### src/rtl/fft_bar_writer_pkg.sv
// Shared definitions for the spectrum frame buffer (writer and display path).
// Holds the raster geometry, the frame-buffer address/colour widths, the colour
// code constants, the writer FSM state type and the level-to-colour helper.
package fft_bar_writer_pkg;

  localparam int H_ACTIVE   = 640;
  localparam int V_ACTIVE   = 480;
  localparam int FB_DEPTH   = 307200;
  localparam int FB_ADDR_W  = 19;
  localparam int COLOR_W    = 3;
  localparam int LEVEL_W    = 9;

  localparam logic [COLOR_W-1:0] COLOR_BLACK = 3'd0;
  localparam logic [COLOR_W-1:0] COLOR_1     = 3'd1;
  localparam logic [COLOR_W-1:0] COLOR_2     = 3'd2;
  localparam logic [COLOR_W-1:0] COLOR_3     = 3'd3;
  localparam logic [COLOR_W-1:0] COLOR_4     = 3'd4;
  localparam logic [COLOR_W-1:0] COLOR_5     = 3'd5;
  localparam logic [COLOR_W-1:0] COLOR_6     = 3'd6;
  localparam logic [COLOR_W-1:0] COLOR_7     = 3'd7;

  typedef enum logic [1:0] {
    ST_LOAD  = 2'd0,
    ST_DRAIN = 2'd1,
    ST_PAINT = 2'd2
  } state_t;

  // Colour of a lit pixel: one palette step per 64 lines of height, saturating at 7.
  function automatic logic [COLOR_W-1:0] level_to_code(input logic [LEVEL_W-1:0] level);
    logic [2:0] band;
    band = 3'(level >> 6);
    if (band >= 3'd6) begin
      return COLOR_7;
    end else begin
      return band + 3'd1;
    end
  endfunction

endpackage

### src/rtl/fft_bar_writer_if.sv
// Bus bundle of the bar writer.
//   mag_valid/mag_ready/mag_data/mag_last : height beat stream into the writer
//   wr_en/wr_addr/wr_data                 : frame-buffer write port out of the writer
// Modport slave is the writer; modport master is the producer / buffer side.
interface fft_bar_writer_if
  import fft_bar_writer_pkg::*;
#(
  parameter int HEIGHT_W = 9
);
  logic                 mag_valid;
  logic                 mag_ready;
  logic [HEIGHT_W-1:0]  mag_data;
  logic                 mag_last;
  logic                 wr_en;
  logic [FB_ADDR_W-1:0] wr_addr;
  logic [COLOR_W-1:0]   wr_data;

  modport slave (
    input  mag_valid, mag_data, mag_last,
    output mag_ready, wr_en, wr_addr, wr_data
  );

  modport master (
    output mag_valid, mag_data, mag_last,
    input  mag_ready, wr_en, wr_addr, wr_data
  );
endinterface

### src/rtl/bar_height_regfile.sv
// Bar height store: NUM_BARS registers of HEIGHT_W bits.
//   clk, rst_n       : clock, asynchronous active-low clear of every entry
//   i_we/i_waddr/i_wdata : synchronous single-entry write
//   i_fill/i_fill_from   : zero every entry with index >= i_fill_from (same cycle
//                          as a write to i_fill_from-1, used on a short frame)
//   i_raddr/o_rdata      : combinational read
module bar_height_regfile #(
  parameter int NUM_BARS = 64,
  parameter int HEIGHT_W = 9,
  parameter int IDX_W    = (NUM_BARS > 1) ? $clog2(NUM_BARS) : 1
) (
  input  logic                clk,
  input  logic                rst_n,
  input  logic                i_we,
  input  logic [IDX_W-1:0]    i_waddr,
  input  logic [HEIGHT_W-1:0] i_wdata,
  input  logic                i_fill,
  input  logic [IDX_W:0]      i_fill_from,
  input  logic [IDX_W-1:0]    i_raddr,
  output logic [HEIGHT_W-1:0] o_rdata
);

  logic [HEIGHT_W-1:0] r_height [NUM_BARS];

  // Height storage: explicit write wins, otherwise bulk zero-fill of the tail.
  always_ff @(posedge clk or negedge rst_n) begin
    if (!rst_n) begin
      for (int k = 0; k < NUM_BARS; k++) begin
        r_height[k] <= '0;
      end
    end else begin
      for (int k = 0; k < NUM_BARS; k++) begin
        if (i_we && (i_waddr == IDX_W'(k))) begin
          r_height[k] <= i_wdata;
        end else if (i_fill && ((IDX_W+1)'(k) >= i_fill_from)) begin
          r_height[k] <= '0;
        end else begin
          r_height[k] <= r_height[k];
        end
      end
    end
  end

  assign o_rdata = r_height[i_raddr];

endmodule

### src/rtl/fft_bar_writer.sv
// Writer side of the bar-graph frame buffer.
// Loads one frame of bar heights from the stream, then rasterises the whole
// buffer (one write per cycle, address x + y*H_ACTIVE) as vertical bars.
//   video_clk, reset_n : clock, asynchronous active-low reset
//   bus (slave)        : height stream in, frame-buffer write port out
//   frame_ready        : sticky, a complete frame has been written
//   frame_done         : one-cycle pulse the cycle after the last write
//   busy               : high while painting
module fft_bar_writer #(
  parameter int NUM_BARS  = 64,
  parameter int BAR_WIDTH = 10,
  parameter int H_ACTIVE  = 640,
  parameter int V_ACTIVE  = 480,
  parameter int HEIGHT_W  = 9
) (
  input  logic            video_clk,
  input  logic            reset_n,
  fft_bar_writer_if.slave bus,
  output logic            frame_ready,
  output logic            frame_done,
  output logic            busy
);
  import fft_bar_writer_pkg::*;

  localparam int IDX_W = (NUM_BARS > 1) ? $clog2(NUM_BARS) : 1;
  localparam int CNT_W = IDX_W + 1;
  localparam int X_W   = $clog2(H_ACTIVE);
  localparam int Y_W   = $clog2(V_ACTIVE);
  localparam int PX_W  = (BAR_WIDTH > 1) ? $clog2(BAR_WIDTH) : 1;
  localparam logic [FB_ADDR_W-1:0] LAST_ADDR = FB_ADDR_W'(H_ACTIVE * V_ACTIVE - 1);

  state_t               r_state;
  state_t               w_next_state;
  logic                 r_mag_ready;
  logic                 r_busy;
  logic [CNT_W-1:0]     r_bar_cnt;
  logic [X_W-1:0]       r_x;
  logic [Y_W-1:0]       r_y;
  logic [PX_W-1:0]      r_px_in_bar;
  logic [IDX_W-1:0]     r_bar_idx;
  logic [FB_ADDR_W-1:0] r_addr;
  logic                 r_wr_en;
  logic [FB_ADDR_W-1:0] r_wr_addr;
  logic [COLOR_W-1:0]   r_wr_data;
  logic                 r_frame_done;
  logic                 r_frame_ready;

  logic                 w_hs;
  logic                 w_store;
  logic                 w_fill;
  logic                 w_last_px;
  logic                 w_last_write;
  logic [CNT_W-1:0]     w_fill_from;
  logic [HEIGHT_W-1:0]  w_clamped;
  logic [HEIGHT_W-1:0]  w_rd_height;
  logic [HEIGHT_W-1:0]  w_level;
  logic [COLOR_W-1:0]   w_code;

  assign w_hs         = bus.mag_valid & r_mag_ready;
  assign w_last_px    = (r_x == X_W'(H_ACTIVE - 1)) && (r_y == Y_W'(V_ACTIVE - 1));
  assign w_last_write = r_wr_en && (r_wr_addr == LAST_ADDR);
  assign w_fill_from  = r_bar_cnt + CNT_W'(1);

  bar_height_regfile #(
    .NUM_BARS (NUM_BARS),
    .HEIGHT_W (HEIGHT_W),
    .IDX_W    (IDX_W)
  ) u_regfile (
    .clk         (video_clk),
    .rst_n       (reset_n),
    .i_we        (w_store),
    .i_waddr     (r_bar_cnt[IDX_W-1:0]),
    .i_wdata     (w_clamped),
    .i_fill      (w_fill),
    .i_fill_from (w_fill_from),
    .i_raddr     (r_bar_idx),
    .o_rdata     (w_rd_height)
  );

  // Height clamp and per-pixel colour; level counts up from the bottom line.
  always_comb begin
    w_clamped = bus.mag_data;
    w_code    = COLOR_BLACK;
    if (bus.mag_data > HEIGHT_W'(V_ACTIVE)) begin
      w_clamped = HEIGHT_W'(V_ACTIVE);
    end else begin
      w_clamped = bus.mag_data;
    end
    w_level = HEIGHT_W'(V_ACTIVE - 1) - HEIGHT_W'(r_y);
    if (w_level < w_rd_height) begin
      w_code = level_to_code(LEVEL_W'(w_level));
    end else begin
      w_code = COLOR_BLACK;
    end
  end

  // Next-state logic plus store/zero-fill strobes for the height registers.
  always_comb begin
    w_next_state = r_state;
    w_store      = 1'b0;
    w_fill       = 1'b0;
    case (r_state)
      ST_LOAD: begin
        if (w_hs) begin
          w_store = 1'b1;
          if (bus.mag_last) begin
            w_fill       = 1'b1;
            w_next_state = ST_PAINT;
          end else if (r_bar_cnt == CNT_W'(NUM_BARS - 1)) begin
            w_next_state = ST_DRAIN;
          end else begin
            w_next_state = ST_LOAD;
          end
        end else begin
          w_next_state = ST_LOAD;
        end
      end
      ST_DRAIN: begin
        if (w_hs && bus.mag_last) begin
          w_next_state = ST_PAINT;
        end else begin
          w_next_state = ST_DRAIN;
        end
      end
      ST_PAINT: begin
        if (w_last_px) begin
          w_next_state = ST_LOAD;
        end else begin
          w_next_state = ST_PAINT;
        end
      end
      default: begin
        w_next_state = ST_LOAD;
      end
    endcase
  end

  // State register; ready/busy are registered copies decoded from the next state.
  always_ff @(posedge video_clk or negedge reset_n) begin
    if (!reset_n) begin
      r_state     <= ST_LOAD;
      r_mag_ready <= 1'b1;
      r_busy      <= 1'b0;
    end else begin
      r_state     <= w_next_state;
      r_mag_ready <= (w_next_state != ST_PAINT);
      r_busy      <= (w_next_state == ST_PAINT);
    end
  end

  // Count accepted bars while loading; restart at the end of each paint.
  always_ff @(posedge video_clk or negedge reset_n) begin
    if (!reset_n) begin
      r_bar_cnt <= '0;
    end else if ((r_state == ST_PAINT) && w_last_px) begin
      r_bar_cnt <= '0;
    end else if ((r_state == ST_LOAD) && w_hs) begin
      r_bar_cnt <= r_bar_cnt + CNT_W'(1);
    end else begin
      r_bar_cnt <= r_bar_cnt;
    end
  end

  // Raster walk: column/bar tracking by counting and address by accumulation,
  // so neither a divider nor a multiplier is needed.
  always_ff @(posedge video_clk or negedge reset_n) begin
    if (!reset_n) begin
      r_x         <= '0;
      r_y         <= '0;
      r_px_in_bar <= '0;
      r_bar_idx   <= '0;
      r_addr      <= '0;
    end else if (r_state == ST_PAINT) begin
      if (w_last_px) begin
        r_x         <= '0;
        r_y         <= '0;
        r_px_in_bar <= '0;
        r_bar_idx   <= '0;
        r_addr      <= '0;
      end else if (r_x == X_W'(H_ACTIVE - 1)) begin
        r_x         <= '0;
        r_y         <= r_y + Y_W'(1);
        r_px_in_bar <= '0;
        r_bar_idx   <= '0;
        r_addr      <= r_addr + FB_ADDR_W'(1);
      end else begin
        r_x    <= r_x + X_W'(1);
        r_addr <= r_addr + FB_ADDR_W'(1);
        if (r_px_in_bar == PX_W'(BAR_WIDTH - 1)) begin
          r_px_in_bar <= '0;
          r_bar_idx   <= r_bar_idx + IDX_W'(1);
        end else begin
          r_px_in_bar <= r_px_in_bar + PX_W'(1);
          r_bar_idx   <= r_bar_idx;
        end
      end
    end else begin
      r_x         <= '0;
      r_y         <= '0;
      r_px_in_bar <= '0;
      r_bar_idx   <= '0;
      r_addr      <= '0;
    end
  end

  // One-stage write pipeline and end-of-frame flags (taken off the last write).
  always_ff @(posedge video_clk or negedge reset_n) begin
    if (!reset_n) begin
      r_wr_en       <= 1'b0;
      r_wr_addr     <= '0;
      r_wr_data     <= COLOR_BLACK;
      r_frame_done  <= 1'b0;
      r_frame_ready <= 1'b0;
    end else begin
      r_wr_en       <= (r_state == ST_PAINT);
      r_wr_addr     <= (r_state == ST_PAINT) ? r_addr : '0;
      r_wr_data     <= (r_state == ST_PAINT) ? w_code : COLOR_BLACK;
      r_frame_done  <= w_last_write;
      r_frame_ready <= r_frame_ready | w_last_write;
    end
  end

  assign bus.mag_ready = r_mag_ready;
  assign bus.wr_en     = r_wr_en;
  assign bus.wr_addr   = r_wr_addr;
  assign bus.wr_data   = r_wr_data;
  assign frame_ready   = r_frame_ready;
  assign frame_done    = r_frame_done;
  assign busy          = r_busy;

endmodule

### src/flat_wrapper.sv
// flat-port wrapper written by rule: the top's interface ports become plain ports
module fft_bar_writer_flat import fft_bar_writer_pkg::*;
#(
  parameter int NUM_BARS  = 64,
  parameter int BAR_WIDTH = 10,
  parameter int H_ACTIVE  = 640,
  parameter int V_ACTIVE  = 480,
  parameter int HEIGHT_W  = 9
)
  (video_clk, reset_n, frame_ready, frame_done, busy, bus_mag_valid, bus_mag_data, bus_mag_last, bus_mag_ready, bus_wr_en, bus_wr_addr, bus_wr_data);
  fft_bar_writer_if #(.HEIGHT_W(HEIGHT_W)) bus_i ();
  input  logic video_clk;
  input  logic reset_n;
  output logic frame_ready;
  output logic frame_done;
  output logic busy;
  input wire logic [$bits(bus_i.mag_valid)-1:0] bus_mag_valid;
  input wire logic [$bits(bus_i.mag_data)-1:0] bus_mag_data;
  input wire logic [$bits(bus_i.mag_last)-1:0] bus_mag_last;
  output wire logic [$bits(bus_i.mag_ready)-1:0] bus_mag_ready;
  output wire logic [$bits(bus_i.wr_en)-1:0] bus_wr_en;
  output wire logic [$bits(bus_i.wr_addr)-1:0] bus_wr_addr;
  output wire logic [$bits(bus_i.wr_data)-1:0] bus_wr_data;
  assign bus_i.mag_valid = bus_mag_valid;
  assign bus_i.mag_data = bus_mag_data;
  assign bus_i.mag_last = bus_mag_last;
  assign bus_mag_ready = bus_i.mag_ready;
  assign bus_wr_en = bus_i.wr_en;
  assign bus_wr_addr = bus_i.wr_addr;
  assign bus_wr_data = bus_i.wr_data;
  fft_bar_writer #(.NUM_BARS(NUM_BARS), .BAR_WIDTH(BAR_WIDTH), .H_ACTIVE(H_ACTIVE), .V_ACTIVE(V_ACTIVE), .HEIGHT_W(HEIGHT_W)) u_core (.video_clk(video_clk), .reset_n(reset_n), .bus(bus_i), .frame_ready(frame_ready), .frame_done(frame_done), .busy(busy));
endmodule
### config.mk
export PLATFORM = sky130hd
export DESIGN_NAME = fft_bar_writer_flat
export DESIGN_NICKNAME = d
export VERILOG_FILES = /design/src/rtl/fft_bar_writer_pkg.sv /design/src/rtl/fft_bar_writer_if.sv /design/src/rtl/bar_height_regfile.sv /design/src/rtl/fft_bar_writer.sv /design/src/flat_wrapper.sv
export SDC_FILE = /design/constraint.sdc
export NUM_CORES = 1
export LEC_CHECK = 0
export CORE_ASPECT_RATIO = 0.9
export CORE_MARGIN = 3
export CORE_UTILIZATION = 55
export DETAILED_ROUTE_END_ITERATION = 10
export PLACE_DENSITY = 0.71
export SETUP_SLACK_MARGIN = 0.05
export SLEW_MARGIN = 15
export SYNTH_ARGS = -nofsm -noshare
export SYNTH_HDL_FRONTEND = slang
export SYNTH_SLANG_ARGS = --single-unit
### constraint.sdc
create_clock -name video_clk -period 4.5 [get_ports video_clk]
set_clock_uncertainty 0.2 [all_clocks]
set_input_delay 0.675 -clock video_clk [delete_from_list [all_inputs] [get_ports video_clk]]
set_output_delay 0.675 -clock video_clk [all_outputs]
set_load 0.02 [all_outputs]
# [After elaboration in Yosys (flattened, before gate mapping)]
# Index checks and enable logic that the tools add are counted.
[totals] register_bits=660 in_bits=13 output_inout_bits=27 elab_cells=596
[classes] add_sub_neg=8 n_lt_le_gt_ge=68 eq_ne=74 n_mux=165 bitwise=3 reduce_logical=200
[ops] op="two-way mux 9 bit" count=134
[ops] op=">= comparator 6 x 7 -> 1 bit, first input constant" count=32
[ops] op="equality test 6 bit, second input constant" count=32
[ops] op="logical AND 1 bit" count=133
[ops] op="nonzero test 2 bit" count=65
[ops] op=">= comparator 5 x 7 -> 1 bit, first input constant" count=16
[ops] op="equality test 6 x 5 -> 1 bit, second input constant" count=16
[ops] op="two-way mux 19 bit" count=3
[ops] op=">= comparator 4 x 7 -> 1 bit, first input constant" count=8
[ops] op="binary-select mux 9 bit (select 6 bit)" count=1
[ops] op="equality test 6 x 4 -> 1 bit, second input constant" count=8
[ops] op="two-way mux 10 bit" count=3
[ops] op=">= comparator 3 x 7 -> 1 bit, first input constant" count=4
[ops] op="equality test 6 x 3 -> 1 bit, second input constant" count=4
[ops] op="two-way mux 6 bit" count=4
[ops] op="adder 19 x 1 -> 19 bit, second input constant" count=1
[ops] op="equality test 19 bit, second input constant" count=1
[ops] op="two-way mux 4 bit" count=4
[ops] op=">= comparator 1 x 7 -> 1 bit, first input constant" count=2
[ops] op=">= comparator 2 x 7 -> 1 bit, first input constant" count=2
[ops] op="two-way mux 7 bit" count=2
[ops] op="equality test 6 x 2 -> 1 bit, second input constant" count=2
[ops] op="adder 10 x 1 -> 10 bit, second input constant" count=1
[ops] op="equality test 10 bit, second input constant" count=1
[ops] op="other kinds (28)" count=39

# [Logic depth before layout (Yosys ltp)]
[depth] depth_word=7 ltp_mapped=16 ltp_nobuf=12

# [By module]
# Synthesis repeated with hierarchy kept, for this count alone.
[unflattened] hier_cells=2360 hier_area_um2=30088.9
[by_module_without_submodules] module="bar_height_regfile" n_inst=1 cells_each=1951 area_each_um2=25973.7
[by_module_without_submodules] module="fft_bar_writer" n_inst=1 cells_each=409 area_each_um2=4115.2

# [Least setup slack after synthesis]
# Ideal clock, no wire load.
[synth_path] kind="reg2reg" start="register u_core.r_bar_idx[1]" end="register u_core.r_wr_data[2], in the netlist u_core.bus.wr_data[2]" t_arrival_ns=3.648 slack_ns=0.587 path_stages_with_launch=15 period_less_slack_ns=3.913 cell_sequence="dfrtp_1 -> buf_4 -> buf_2 -> buf_4 -> clkbuf_1 -> mux4_2 -> mux4_2 -> a221oi_2 -> ha_1 -> a2111oi_0 -> o21ai_0 -> a21oi_1 -> nand4b_1 -> o221ai_1 -> o211a_1"
[synth_between] elab_chain_len=7
[synth_lines] item="from (decl)" line_no="fft_bar_writer.sv:40" source="logic [IDX_W-1:0] r_bar_idx;"
[synth_lines] item="from (signal assigned)" line_no="fft_bar_writer.sv:191" source="r_bar_idx <= r_bar_idx + IDX_W'(1);"
[synth_lines] item="from (signal assigned)" line_no="fft_bar_writer.sv:194" source="r_bar_idx <= r_bar_idx;"
[synth_lines] item="inverter 6 -> 7 bit (implied by the code)" line_no="bar_height_regfile.sv:44" source="assign o_rdata = r_height[i_raddr];"
[synth_lines] item="binary-select mux 9 bit (select 6 bit)" line_no="bar_height_regfile.sv:44"
[synth_lines] item="two-way mux 9 bit (implied by the code) (2 in series)" line_no="bar_height_regfile.sv:44"
[synth_lines] item="less-than comparator 9 bit" line_no="fft_bar_writer.sv:90" source="if (w_level < w_rd_height) begin"
[synth_lines] item="two-way mux 3 bit" line_no="fft_bar_writer.sv:90"
[synth_lines] item="two-way mux 3 bit" line_no="fft_bar_writer.sv:217" source="r_wr_data <= (r_state == ST_PAINT) ? w_code : COLOR_BLACK;"
[synth_lines] item="to (signal assigned)" line_no="fft_bar_writer.sv:217"
[synth_lines] item="to (decl)" line_no="fft_bar_writer.sv:44" source="logic [COLOR_W-1:0] r_wr_data;"
# No other way between the ends. The select of a mux whose other input is x is not followed.
# A chain may end at the register's enable or synchronous reset.

# [Final worst setup path]
[layout_path] start="register u_core.r_bar_idx[0]" end="register u_core.r_wr_data[2], in the netlist u_core.bus.wr_data[2]"
# The elaborated chain is that of the path after synthesis.

==> reports/metrics.cfg <==
[status]
outcome = completed

[setup_path]
worst_path_most_repeated_cell = sky130_fd_sc_hd__a21oi_1
reg2reg_depth = 14
cp_cell_sequence = buf_4 -> buf_4 -> clkbuf_16 -> mux4_2 -> mux4_2 -> a22o_1 -> a21oi_1 -> ha_1 -> a21oi_1 -> o21ai_0 -> a21oi_1 -> nand4b_1 -> o221ai_2 -> o211a_1
worst_setup_path_end_kind = flip-flop
crit_fanout = 16
max_stage_delay_ps = 550
critPathKind = flip-flop to flip-flop
required_time_of_the_critical_path_ps = 4850
cp.arrival_ps = 4670
timing.critical_path.slowest_stage_cell = sky130_fd_sc_hd__mux4_2
ff2ff_setup_slack_ps = 180
worstReg2RegEnd = u_core.bus.wr_data[2]
type_of_element_launching_the_critical_path = flip-flop
rr_startpoint = u_core.r_bar_idx[0]

[placed_design]
post-place-cells = 3146
gp_congestion = 1.017
hpwl_microns = 63280
place.port_buffers = 39

[pwr]
p_comb_frac = 0.025
power.share.clock = 0.483
switching_share_of_power = 0.2158
netSwitchingPower_mw = 2.601
max_vdd_drop_v = 0.0003396
post-layout-total-power_mw = 12.05
power.density_nw_per_um2 = 346.8
seqPwrFrac = 0.492
power.internal_mw = 9.452
p_leak_nw = 15.70

[timing]
timing.final.crit_share = 0.9600
grt_setup_unrepaired = false
fmaxAchievable_ghz = 0.2315
timing.setup.tns_ps = 0
report.final.slew_viol_count = 0
worstMarginPinSlew_ps = 1117
slew_headroom = 0.2552
report.final.hold_viol_count = 0
final.min_clock_period_ps = 4320
final_setup_violations = 0

[clocking]
cts-root-buf = sky130_fd_sc_hd__clkbuf_16
cts_made_buffers = 68
cts_htree_levels = 3
clock_path_buffers = 3
clock_tree_from_tritoncts = built
clock_transition_time_at_the_flip_flop_clock_pins_of_the_worst_setup_and_hold_paths_ps = 60
tritoncts_num_sinks = 660
insertion_delay_ps = 610

[floorplan]
top_level_ports = 40
std_cell_rows = 81
core_area_sq_um = 54830
die_area_sq_um = 58810
initial_utilization = 0.5611
die_w_microns = 255.3
die-height_microns = 230.4

[yosys]
synth_enable_flop_cells = 0
synth_nets = 2444
ys_dominant_reg_cell = sky130_fd_sc_hd__dfrtp_1
synthesis.instances = 2408
asyncSetResetFlopFracSynth = 1.000
synth.ff_latch_count = 660
post_synth.cell_area_avg_sq_um = 12.77
cell_types_occupying_the_most_area_after_synthesis = sky130_fd_sc_hd__dfrtp_1, sky130_fd_sc_hd__a22o_1, sky130_fd_sc_hd__mux4_2
synthDominantCellAreaShare = 0.5361
yosysWarnings = 0
yosysSeqAreaShare = 0.5369
synthDominantAreaCellType = sky130_fd_sc_hd__dfrtp_1
yosysUniqueCellTypes = 77
syn-cell-area_sq_um = 30760

[cells_and_area]
fillerInstances = 4070
layout.cells.non_filler = 3269
final_net_count = 2511
antennaDiodeCount = 0
final_layout_size_suffix_gt1_frac = 0.2002
layout-area-overhead-vs-synth_pct = 12.97

[drt]
dr.pass1.iters = 5
routed_wirelength_microns = 96700
route.detailed.wl_per_inst_microns = 29.58
drt-vias-per-instance = 7.057
drt-initial-drc-count = 2961
via_count = 23070
postRouteAntennaNets = 0
route.detailed.drc = 0

[min_path]
hp-class = flip-flop to flip-flop
worstHoldEndpoint = u_core.frame_ready
min_path_cells = 1
timing.hold.worst.start = u_core.frame_ready

[global_routing]
antenna_found_initial = 3
track_usage = 0.3344
gr-total-overflow = 0
maximum_number_of_pins_on_one_net_before_global_route_repair = 131
grt_first_pass_wirelength_microns = 148000
vias_in_the_first_global_route = 23220

[run]
max_cap_violations = 0

==> worst max path at each step <==
stage,startpoint,endpoint
final,u_core.r_bar_idx[0],u_core.bus.wr_data[2]
after global routing,u_core.r_bar_idx[0],u_core.bus.wr_data[2]
after CTS,u_core.r_bar_idx[0],u_core.bus.wr_data[2]
after detailed placement,u_core.r_bar_idx[0],u_core.bus.wr_data[2]
after global placement,u_core.r_bar_idx[0],u_core.bus.wr_data[2]
after floorplan,u_core.r_bar_idx[1],u_core.bus.wr_data[2]
==> registers in the layout, indices dropped and copies added (netlist names) <==
register	flops
u_core.bus.mag_ready	1
u_core.bus.wr_addr	19
u_core.bus.wr_data	3
u_core.bus.wr_en	1
u_core.busy	1
u_core.frame_done	1
u_core.frame_ready	1
u_core.r_addr	19
u_core.r_bar_cnt	7
u_core.r_bar_idx	6
u_core.r_px_in_bar	4
u_core.r_state	2
u_core.r_x	10
u_core.r_y	9
u_core.u_regfile.r_height	576
==> cell usage in the layout, fill, tap and decap left out, drive strengths merged, types with 42 or more instances in the layout <==
cell type / instances
dfrtp: 659
buf: 131
a22o: 467
o22ai: 42
mux4: 158
nor2: 248
a21oi: 107
clkbuf: 103
nand3: 50
nand2: 123
==> cells in the mapped netlist, types with 13 or more instances <==
cell / instances
sky130_fd_sc_hd__xnor2_1: 22
sky130_fd_sc_hd__nor3_1: 14
sky130_fd_sc_hd__mux2_2: 20
sky130_fd_sc_hd__xor2_1: 27
sky130_fd_sc_hd__o21ai_0: 22
sky130_fd_sc_hd__ha_1: 23
sky130_fd_sc_hd__o22ai_1: 42
sky130_fd_sc_hd__a22o_1: 467
sky130_fd_sc_hd__buf_2: 30
sky130_fd_sc_hd__nand4_1: 13
sky130_fd_sc_hd__nor2b_1: 20
sky130_fd_sc_hd__a21oi_2: 25
sky130_fd_sc_hd__a21oi_1: 70
sky130_fd_sc_hd__inv_1: 20
sky130_fd_sc_hd__and2_1: 28
sky130_fd_sc_hd__buf_1: 15
sky130_fd_sc_hd__a211oi_1: 19
sky130_fd_sc_hd__mux2i_1: 13
sky130_fd_sc_hd__nor2_1: 236
sky130_fd_sc_hd__nand3_1: 50
sky130_fd_sc_hd__clkbuf_1: 107
sky130_fd_sc_hd__mux4_2: 158
sky130_fd_sc_hd__nand2_1: 123
sky130_fd_sc_hd__dfrtp_1: 659
==> stage by stage <==
stage | util | hold WS [ps] | area (sq um) | setup WS [ps]
5_1_grt | 0.6338 | 302.5 | 34750 | 44.63
4_1_cts | 0.6323 | 288.7 | 34670 | 89.97
6_report | 0.6338 | 282.2 | 34750 | 180.0
2_1_floorplan | - | 179.4 | 30760 | 587.0
3_3_place_gp | 0.5900 | 251.8 | 32350 | 119.5
3_5_place_dp | 0.5900 | 270.5 | 32350 | 43.22
==> worst max-delay path: cells and delay by family (launching register included) <==
kind,cells,cell delay [ps]
compound gates,7,1390
flops,1,540
simple gates,1,150
fa+ha+maj,1,260
mux,2,1060
buf+inv,3,640
==> final cells by class <==
cell class / count / area (sq um) / share of cell area
sequential: 660 / 16530 / 0.4755
multi-input combinational: 1556 / 13420 / 0.3860
clock buffer: 102 / 2086 / 0.06002
timing repair buffer: 167 / 1500 / 0.04317
tap: 747 / 934.6 / 0.02689
clock inverter: 15 / 207.7 / 0.005977
inverter: 22 / 82.58 / 0.002376
==> repair_timing <==
action	CTS	global route
endpoints found under the setup margin	2	3
endpoints found under the hold margin	63	0
hold buffers	1	0
resized for setup	2	3
cloned	0	1
buffers inserted	0	4
==> power by group through the flow <==
stage          Clock, mW  Combinational, mW  Sequential [mW]
3_3_place_gp           0              0.292             6.04
5_1_grt             6.14              0.323             5.93
6_report            5.82              0.299             5.93
4_1_cts             5.89              0.300             5.93
2_1_floorplan          0             0.0828             6.04
3_5_place_dp           0              0.298             6.04
==> logic make-up after synthesis <==
kind of cell               after synthesis  synth area share
xor gates and xnor gates                51           0.01537
adders and majority gates               23          0.009355
AOI/OAI and AO/OA                      746            0.2018
DFF                                    660            0.5369
buffers and inverters                  192           0.02782
muxes                                  191            0.1272
and+or+nand+nor                        545           0.08147
==> layer usage <==
layer,track usage,up-vias,part of all wire
met3,0.07593,287,0.10
met2,0.4827,1443,0.44
met4,0.1487,2,0.050
li1,-,9353,-
met5,0,-,0.00013
met1,0.4889,11990,0.41
(Power assumes the default switching activity.)
